**src/rtl/cpu19_pkg.sv**
```systemverilog
// Shared definitions for the 19-bit CPU and its instruction-side loader.
package cpu19_pkg;

  localparam int unsigned DATA_W = 19;

  // Opcodes occupy the top four bits of an instruction word.
  localparam logic [3:0] OP_ADD   = 4'b0000;
  localparam logic [3:0] OP_SUB   = 4'b0001;
  localparam logic [3:0] OP_AND   = 4'b0010;
  localparam logic [3:0] OP_OR    = 4'b0011;
  localparam logic [3:0] OP_XOR   = 4'b0100;
  localparam logic [3:0] OP_SHL   = 4'b0101;
  localparam logic [3:0] OP_SHR   = 4'b0110;
  localparam logic [3:0] OP_XORK2 = 4'b0111;
  localparam logic [3:0] OP_NOP   = 4'b1000;

  // Obfuscation mask stripped from every loaded word.
  localparam logic [DATA_W-1:0] DEFAULT_KEY = 19'h7FFFF;

  // Harmless NOP word served when no valid instruction is available.
  localparam logic [DATA_W-1:0] DEFAULT_OOR_WORD = {OP_NOP, {(DATA_W - 4){1'b0}}};

  typedef enum logic [1:0] {
    IDLE = 2'd0,
    LOAD = 2'd1,
    RUN  = 2'd2
  } loader_state_e;

endpackage

```
**src/rtl/instr_mem_loader_if.sv**
```systemverilog
// Program-load stream: start pulse plus a valid/ready word channel.
interface instr_mem_loader_if #(
  parameter int unsigned DATA_W = cpu19_pkg::DATA_W
) ();

  logic              load_start;
  logic              load_valid;
  logic              load_ready;
  logic [DATA_W-1:0] load_data;
  logic              load_last;

  // Program source side.
  modport master (
    output load_start,
    output load_valid,
    output load_data,
    output load_last,
    input  load_ready
  );

  // Loader side.
  modport slave (
    input  load_start,
    input  load_valid,
    input  load_data,
    input  load_last,
    output load_ready
  );

endinterface

```
**src/rtl/instr_mem_loader_ram.sv**
```systemverilog
// Program store: one synchronous write port, one asynchronous read port, no reset.
module instr_ram #(
  parameter int unsigned DATA_W = 19,
  parameter int unsigned ADDR_W = 8
) (
  input  logic              clk,
  input  logic              we,
  input  logic [ADDR_W-1:0] waddr,
  input  logic [DATA_W-1:0] wdata,
  input  logic [ADDR_W-1:0] raddr,
  output logic [DATA_W-1:0] rdata
);

  logic [DATA_W-1:0] mem [(1 << ADDR_W)];

  // Write port.
  always_ff @(posedge clk) begin
    if (we) begin
      mem[waddr] <= wdata;
    end
  end

  assign rdata = mem[raddr];

endmodule

```
**src/rtl/instr_mem_loader.sv**
```systemverilog
// Loads an obfuscated program stream into instruction memory, holds the CPU in
// reset while loading and serves instructions for the CPU's pc once running.
module instr_mem_loader
  import cpu19_pkg::*;
#(
  parameter int unsigned       DATA_W   = cpu19_pkg::DATA_W,
  parameter int unsigned       ADDR_W   = 8,
  parameter logic [DATA_W-1:0] KEY      = cpu19_pkg::DEFAULT_KEY,
  parameter logic [DATA_W-1:0] OOR_WORD = cpu19_pkg::DEFAULT_OOR_WORD
) (
  input  logic                 clk,
  input  logic                 reset,
  instr_mem_loader_if.slave    ld,
  input  logic [DATA_W-1:0]    pc,
  output logic [DATA_W-1:0]    instruction,
  output logic                 cpu_reset,
  output logic                 run,
  output logic [ADDR_W:0]      load_count,
  output logic                 err_overflow
);

  localparam logic [ADDR_W:0] DepthCnt = (ADDR_W + 1)'(1 << ADDR_W);
  localparam logic [ADDR_W:0] OneCnt   = (ADDR_W + 1)'(1);

  loader_state_e     state_q, state_d;
  logic [ADDR_W:0]   count_q, count_d;
  logic              err_q, err_d;
  logic              cpu_reset_q;
  logic              xfer;
  logic              full;
  logic [DATA_W-1:0] ram_rdata;

  assign full          = (count_q == DepthCnt);
  assign ld.load_ready = (state_q == LOAD) && !full;
  assign xfer          = ld.load_valid && ld.load_ready;

  // Next-state, counter and sticky-error logic.
  always_comb begin
    state_d = state_q;
    count_d = count_q;
    err_d   = err_q;
    unique case (state_q)
      IDLE: begin
        if (ld.load_start) state_d = LOAD;
      end
      LOAD: begin
        // load_start is deliberately ignored here.
        if (full && ld.load_valid) begin
          state_d = IDLE;
          err_d   = 1'b1;
        end else if (xfer) begin
          count_d = count_q + OneCnt;
          if (ld.load_last) state_d = RUN;
        end
      end
      RUN: begin
        if (ld.load_start) state_d = LOAD;
      end
      default: state_d = IDLE;
    endcase
    // A fresh load always starts from an empty count and a clear error.
    if (state_q != LOAD && state_d == LOAD) begin
      count_d = '0;
      err_d   = 1'b0;
    end
  end

  // State, counter, error flag and registered CPU reset.
  always_ff @(posedge clk or posedge reset) begin
    if (reset) begin
      state_q     <= IDLE;
      count_q     <= '0;
      err_q       <= 1'b0;
      cpu_reset_q <= 1'b1;
    end else begin
      state_q     <= state_d;
      count_q     <= count_d;
      err_q       <= err_d;
      cpu_reset_q <= (state_d != RUN);
    end
  end

  instr_ram #(
    .DATA_W (DATA_W),
    .ADDR_W (ADDR_W)
  ) u_ram (
    .clk   (clk),
    .we    (xfer),
    .waddr (count_q[ADDR_W-1:0]),
    .wdata (ld.load_data ^ KEY),
    .raddr (pc[ADDR_W-1:0]),
    .rdata (ram_rdata)
  );

  // Read mux: only words actually stored by the last load are visible.
  always_comb begin
    instruction = OOR_WORD;
    if (run && (pc < DATA_W'(count_q))) begin
      instruction = ram_rdata;
    end
  end

  assign run          = (state_q == RUN);
  assign cpu_reset    = cpu_reset_q;
  assign load_count   = count_q;
  assign err_overflow = err_q;

endmodule

```
**src/flat_wrapper.sv**
```systemverilog
// flat-port wrapper written by rule: the top's interface ports become plain ports
module instr_mem_loader_flat import cpu19_pkg::*;
#(
  parameter int unsigned       DATA_W   = cpu19_pkg::DATA_W,
  parameter int unsigned       ADDR_W   = 8,
  parameter logic [DATA_W-1:0] KEY      = cpu19_pkg::DEFAULT_KEY,
  parameter logic [DATA_W-1:0] OOR_WORD = cpu19_pkg::DEFAULT_OOR_WORD
)
  (clk, reset, pc, instruction, cpu_reset, run, load_count, err_overflow, ld_load_start, ld_load_valid, ld_load_data, ld_load_last, ld_load_ready);
  instr_mem_loader_if #(.DATA_W(DATA_W)) ld_i ();
  input  logic clk;
  input  logic reset;
  input  logic [DATA_W-1:0] pc;
  output logic [DATA_W-1:0] instruction;
  output logic cpu_reset;
  output logic run;
  output logic [ADDR_W:0] load_count;
  output logic err_overflow;
  input wire logic [$bits(ld_i.load_start)-1:0] ld_load_start;
  input wire logic [$bits(ld_i.load_valid)-1:0] ld_load_valid;
  input wire logic [$bits(ld_i.load_data)-1:0] ld_load_data;
  input wire logic [$bits(ld_i.load_last)-1:0] ld_load_last;
  output wire logic [$bits(ld_i.load_ready)-1:0] ld_load_ready;
  assign ld_i.load_start = ld_load_start;
  assign ld_i.load_valid = ld_load_valid;
  assign ld_i.load_data = ld_load_data;
  assign ld_i.load_last = ld_load_last;
  assign ld_load_ready = ld_i.load_ready;
  instr_mem_loader #(.DATA_W(DATA_W), .ADDR_W(ADDR_W), .KEY(KEY), .OOR_WORD(OOR_WORD)) u_core (.clk(clk), .reset(reset), .ld(ld_i), .pc(pc), .instruction(instruction), .cpu_reset(cpu_reset), .run(run), .load_count(load_count), .err_overflow(err_overflow));
endmodule
```
**config.mk**
```make
export PLATFORM = sky130hd
export DESIGN_NAME = instr_mem_loader_flat
export DESIGN_NICKNAME = d
export VERILOG_FILES = /design/src/rtl/cpu19_pkg.sv /design/src/rtl/instr_mem_loader_if.sv /design/src/rtl/instr_mem_loader_ram.sv /design/src/rtl/instr_mem_loader.sv /design/src/flat_wrapper.sv
export SDC_FILE = /design/constraint.sdc
export NUM_CORES = 2
export LEC_CHECK = 0
export BUFFER_PORTS_ARGS = -buffer_cell sky130_fd_sc_hd__buf_4
export CAP_MARGIN = 20
export CORE_ASPECT_RATIO = 1.4
export CORE_MARGIN = 1.5
export CORE_UTILIZATION = 40
export CTS_CLUSTER_DIAMETER = 150
export DETAILED_ROUTE_END_ITERATION = 6
export PLACE_DENSITY = 0.65
export SETUP_SLACK_MARGIN = 0.15
export SYNTH_ARGS = -nofsm -noshare
export SYNTH_HDL_FRONTEND = slang
export SYNTH_MEMORY_MAX_BITS = 65536
export SYNTH_SLANG_ARGS = --single-unit
```
**constraint.sdc**
```tcl
create_clock -name clk -period 3 [get_ports clk]
set_input_delay 0.15 -clock clk [delete_from_list [all_inputs] [get_ports clk]]
set_output_delay 0.15 -clock clk [all_outputs]
set_load 0.005 [all_outputs]
```
==> results.yml <==
floorplan:
  fp.dieW_um: 587
  ioPinCount: 75
  core-area_um2: 476000
  die_area_um2: 482000
  start_util_pct: 40.1
  die_h_um: 821
  rows: 300
timing:
  fin_skew_ns: 0.0477
  hold_viol: 8
  rsz0062_at_grt: "yes"
  fin_ws_ns: -1.03
  fin_crit_ns: 4.03
  tns_ns: -12.47
  report.final.slew_viol_count: 0
  final-setup-viol-count: 19
  fin_crit_sh_pct: 134
  tightest_slew_ns: 1.43
  worst_hold_slack_ns: -0.0570
  max_clock_freq_mhz: 248
  relSlewSlack_pct: 4.54
route:
  drt_wl_total_um: 589000
  postRouteAntennaNets: 0
  drt_iter0_drc: 13269
  avgViaCountPerCell: 5.99
  drcViolationCount: 0
  dr.pass1.iters: 6
  vias: 104376
  wl_per_cell_um: 33.8
global_routing:
  first_global_vias: 104603
  grt_usage_pct: 23.8
  grt_max_degree: 202
  use_met3_pct: 3.96
  grt_pass1_wl_um: 812000
  grt_overflow_total: 0
  busiest_layer: "met2"
  antenna_found_initial: 19
  grtUsageMet1_pct: 28.4
  met2_usage_pct: 40.0
logic_synthesis:
  async_reset_ff_share_pct: 0.267
  synth_flop_cell: "edfxtp_1"
  synth.area.top_cells: "edfxtp_1, mux4_2, mux2i_1, a221oi_1, nor2_1"
  synth_edf_count: 4864
  synth-seq-cells: 4877
  ys_types: 80
  synth_cells: 9340
  yosysTopAreaCell: "edfxtp_1"
  netlist_area_um2: 191000
  synth_nets: 9395
  ys_seq_area_share_pct: 76.6
  avgSynthCellArea_um2: 20.4
  ys_warn_count: 0
  synth_top_cell_area_share_pct: 76.5
setup_path:
  worstPathRequired_ns: 2.85
  worst_ep_arrival_time_ns: 3.88
  cp-start-kind: "flip-flop"
  cp_max_fo: 1
  crit_type: "flip-flop to output port"
  end_kind: "output port"
power:
  powerDensity_nw_per_um2: 616
  vdd_drop_max_mv: 0.544
  p_leak_nw: 74.7
final_layout:
  layout_common_cells: "edfxtp_1, buf_4, mux2i_1"
  syn_to_final_growth_pct: 19.6
  final_net_count: 10767
  drive_gt1_share_pct: 30.9
  final_common_cell: "edfxtp_1"
  fin_util_pct: 48.0
run_status:
  violations: "hold timing, setup timing"
  status: "finished, violations left"
clock_network:
  cts_buffer_depth: 4
  clk-insertion-delay-late_ns: 1.01
  cts_made_buffers: 425
  tritoncts: "yes"
  path_clk_slew_ns: 0.06
  h-tree-depth: 5
  cts_root_buf: "clkbuf_16"
  cts_num_sinks: 4877
placement:
  port_buffers: 74
  hpwl_um: 378000
  dpl_worst_slack_ns: -1.45
  gp_congestion: 0.923
hold_path:
  hold_path_class: "primary input to flip-flop"
run:
  drv_cap: 0
[worst max-delay path, stage by stage, from the launching register on]
cell and delay [ns]:
edfxtp_1 0.39, mux4_2 0.47, mux4_2 0.50, nand2b_4 0.17
a32oi_4 0.38, nand4_1 0.41, buf_12 0.27, o311a_4 0.15
buf_6 0.14
[metrics by stage]
stage	instance area (µm²)	total power [mW]	instances
after floorplan	191000	81.4	9340
after global placement	212000	85.8	16595
after detailed placement	212000	85.9	16596
after CTS	228000	141	17403
after global routing	228000	144	17411
final	228000	141	17417
[final cells by class]
cell class | count | area, µm²
fill | 38573 | 247000
sequential | 4877 | 146000
multi-input combinational | 3839 | 42600
timing repair buffer | 1524 | 17400
clock buffer | 498 | 11000
tap | 6342 | 7940
clock inverter | 282 | 2900
inverter | 45 | 258
antenna | 10 | 25.0
[cells in the mapped netlist, types with 13 or more instances]
cell type and n:
buf_4 34, edfxtp_1 4864, mux2_2 24, or2_2 14
mux2i_1 1002, o22ai_1 28, o31ai_1 35, buf_1 24
o21ai_0 229, buf_12 24, a221oi_2 19, nor3_1 109
buf_2 121, a31oi_1 19, mux4_1 49, a22oi_1 66
inv_1 44, a221oi_1 286, nand3_1 70, o221ai_1 34
buf_6 114, a21oi_1 148, buf_8 41, nor2_1 449
nand4_1 18, nor4_1 14, nand2b_1 22, a211oi_1 81
o211ai_1 21, a221o_1 146, clkbuf_1 207, a311oi_1 13
nand2_1 104, mux4_2 692
[cell families (layout without fill, tap and decap cells)]
| group | Yosys count | count (layout) | synth area share [%] |
|---|---|---|---|
| DFF | 4877 | 4877 | 76.6 |
| muxes | 1767 | 1767 | 14.2 |
| AOI/OAI and AO/OA | 1211 | 1211 | 4.78 |
| and+or+nand+nor | 842 | 842 | 1.94 |
| buffers and inverters | 624 | 2349 | 2.30 |
| adders and majority gates | 12 | 12 | 0.0786 |
| xor gates and xnor gates | 7 | 7 | 0.0321 |
| other | 0 | 10 | 0 |
[power by group]
group          leakage (nW)  switching [mW]  internal [mW]
clock network          6.78            24.8           31.0
registers              43.9          0.0554           75.1
logic                  24.0            6.23           3.61
total                  74.7            31.1            110
[sequential cells by signal, indices dropped and copies added, names as in the netlist]
name / flops
u_core.load_count: 9
u_core.state_q: 2
u_core.cpu_reset: 1
u_core.u_ram.mem: 4864
u_core.err_overflow: 1
[worst paths after layout]
kind / from / to / slack [ns] / cells past startpoint
worst max register to register: u_core.load_count[1]$_DFFE_PP0P_ / u_core.u_ram.mem[47][11]$_DFFE_PP_ / 0.17 / 11
min in group asynchronous: reset / u_core.state_q[1]$_DFF_PP0_ / 0.42 / 4
max in group asynchronous: reset / u_core.load_count[5]$_DFFE_PP0P_ / 1.99 / 4
worst min-delay path: ld_load_data[13] / u_core.u_ram.mem[255][13]$_DFFE_PP_ / -0.06 / 3
worst max-delay path: u_core.u_ram.mem[178][4]$_DFFE_PP_ / instruction[4] / -1.03 / 8
worst min register to register: u_core.state_q[0]$_DFF_PP0_ / u_core.state_q[0]$_DFF_PP0_ / 0.66 / 1
[repair_timing]
item | CTS | global route
pin swaps | 85 | 55
endpoints found under the hold margin | 458 | 0
setup buffers | 10 | 3
setup endpoints to repair | 20 | 19
hold buffers | 17 | 0
cloned | 0 | 1
gates resized for setup | 281 | 102
[routing by layer]
layer  part of all wire (%)  up-vias
li1                       -    41885
met1                     35    55306
met2                     49     5897
met3                    8.3     1282
met4                    7.7        6
met5                 0.0068        -
(Power assumes the default switching activity.)
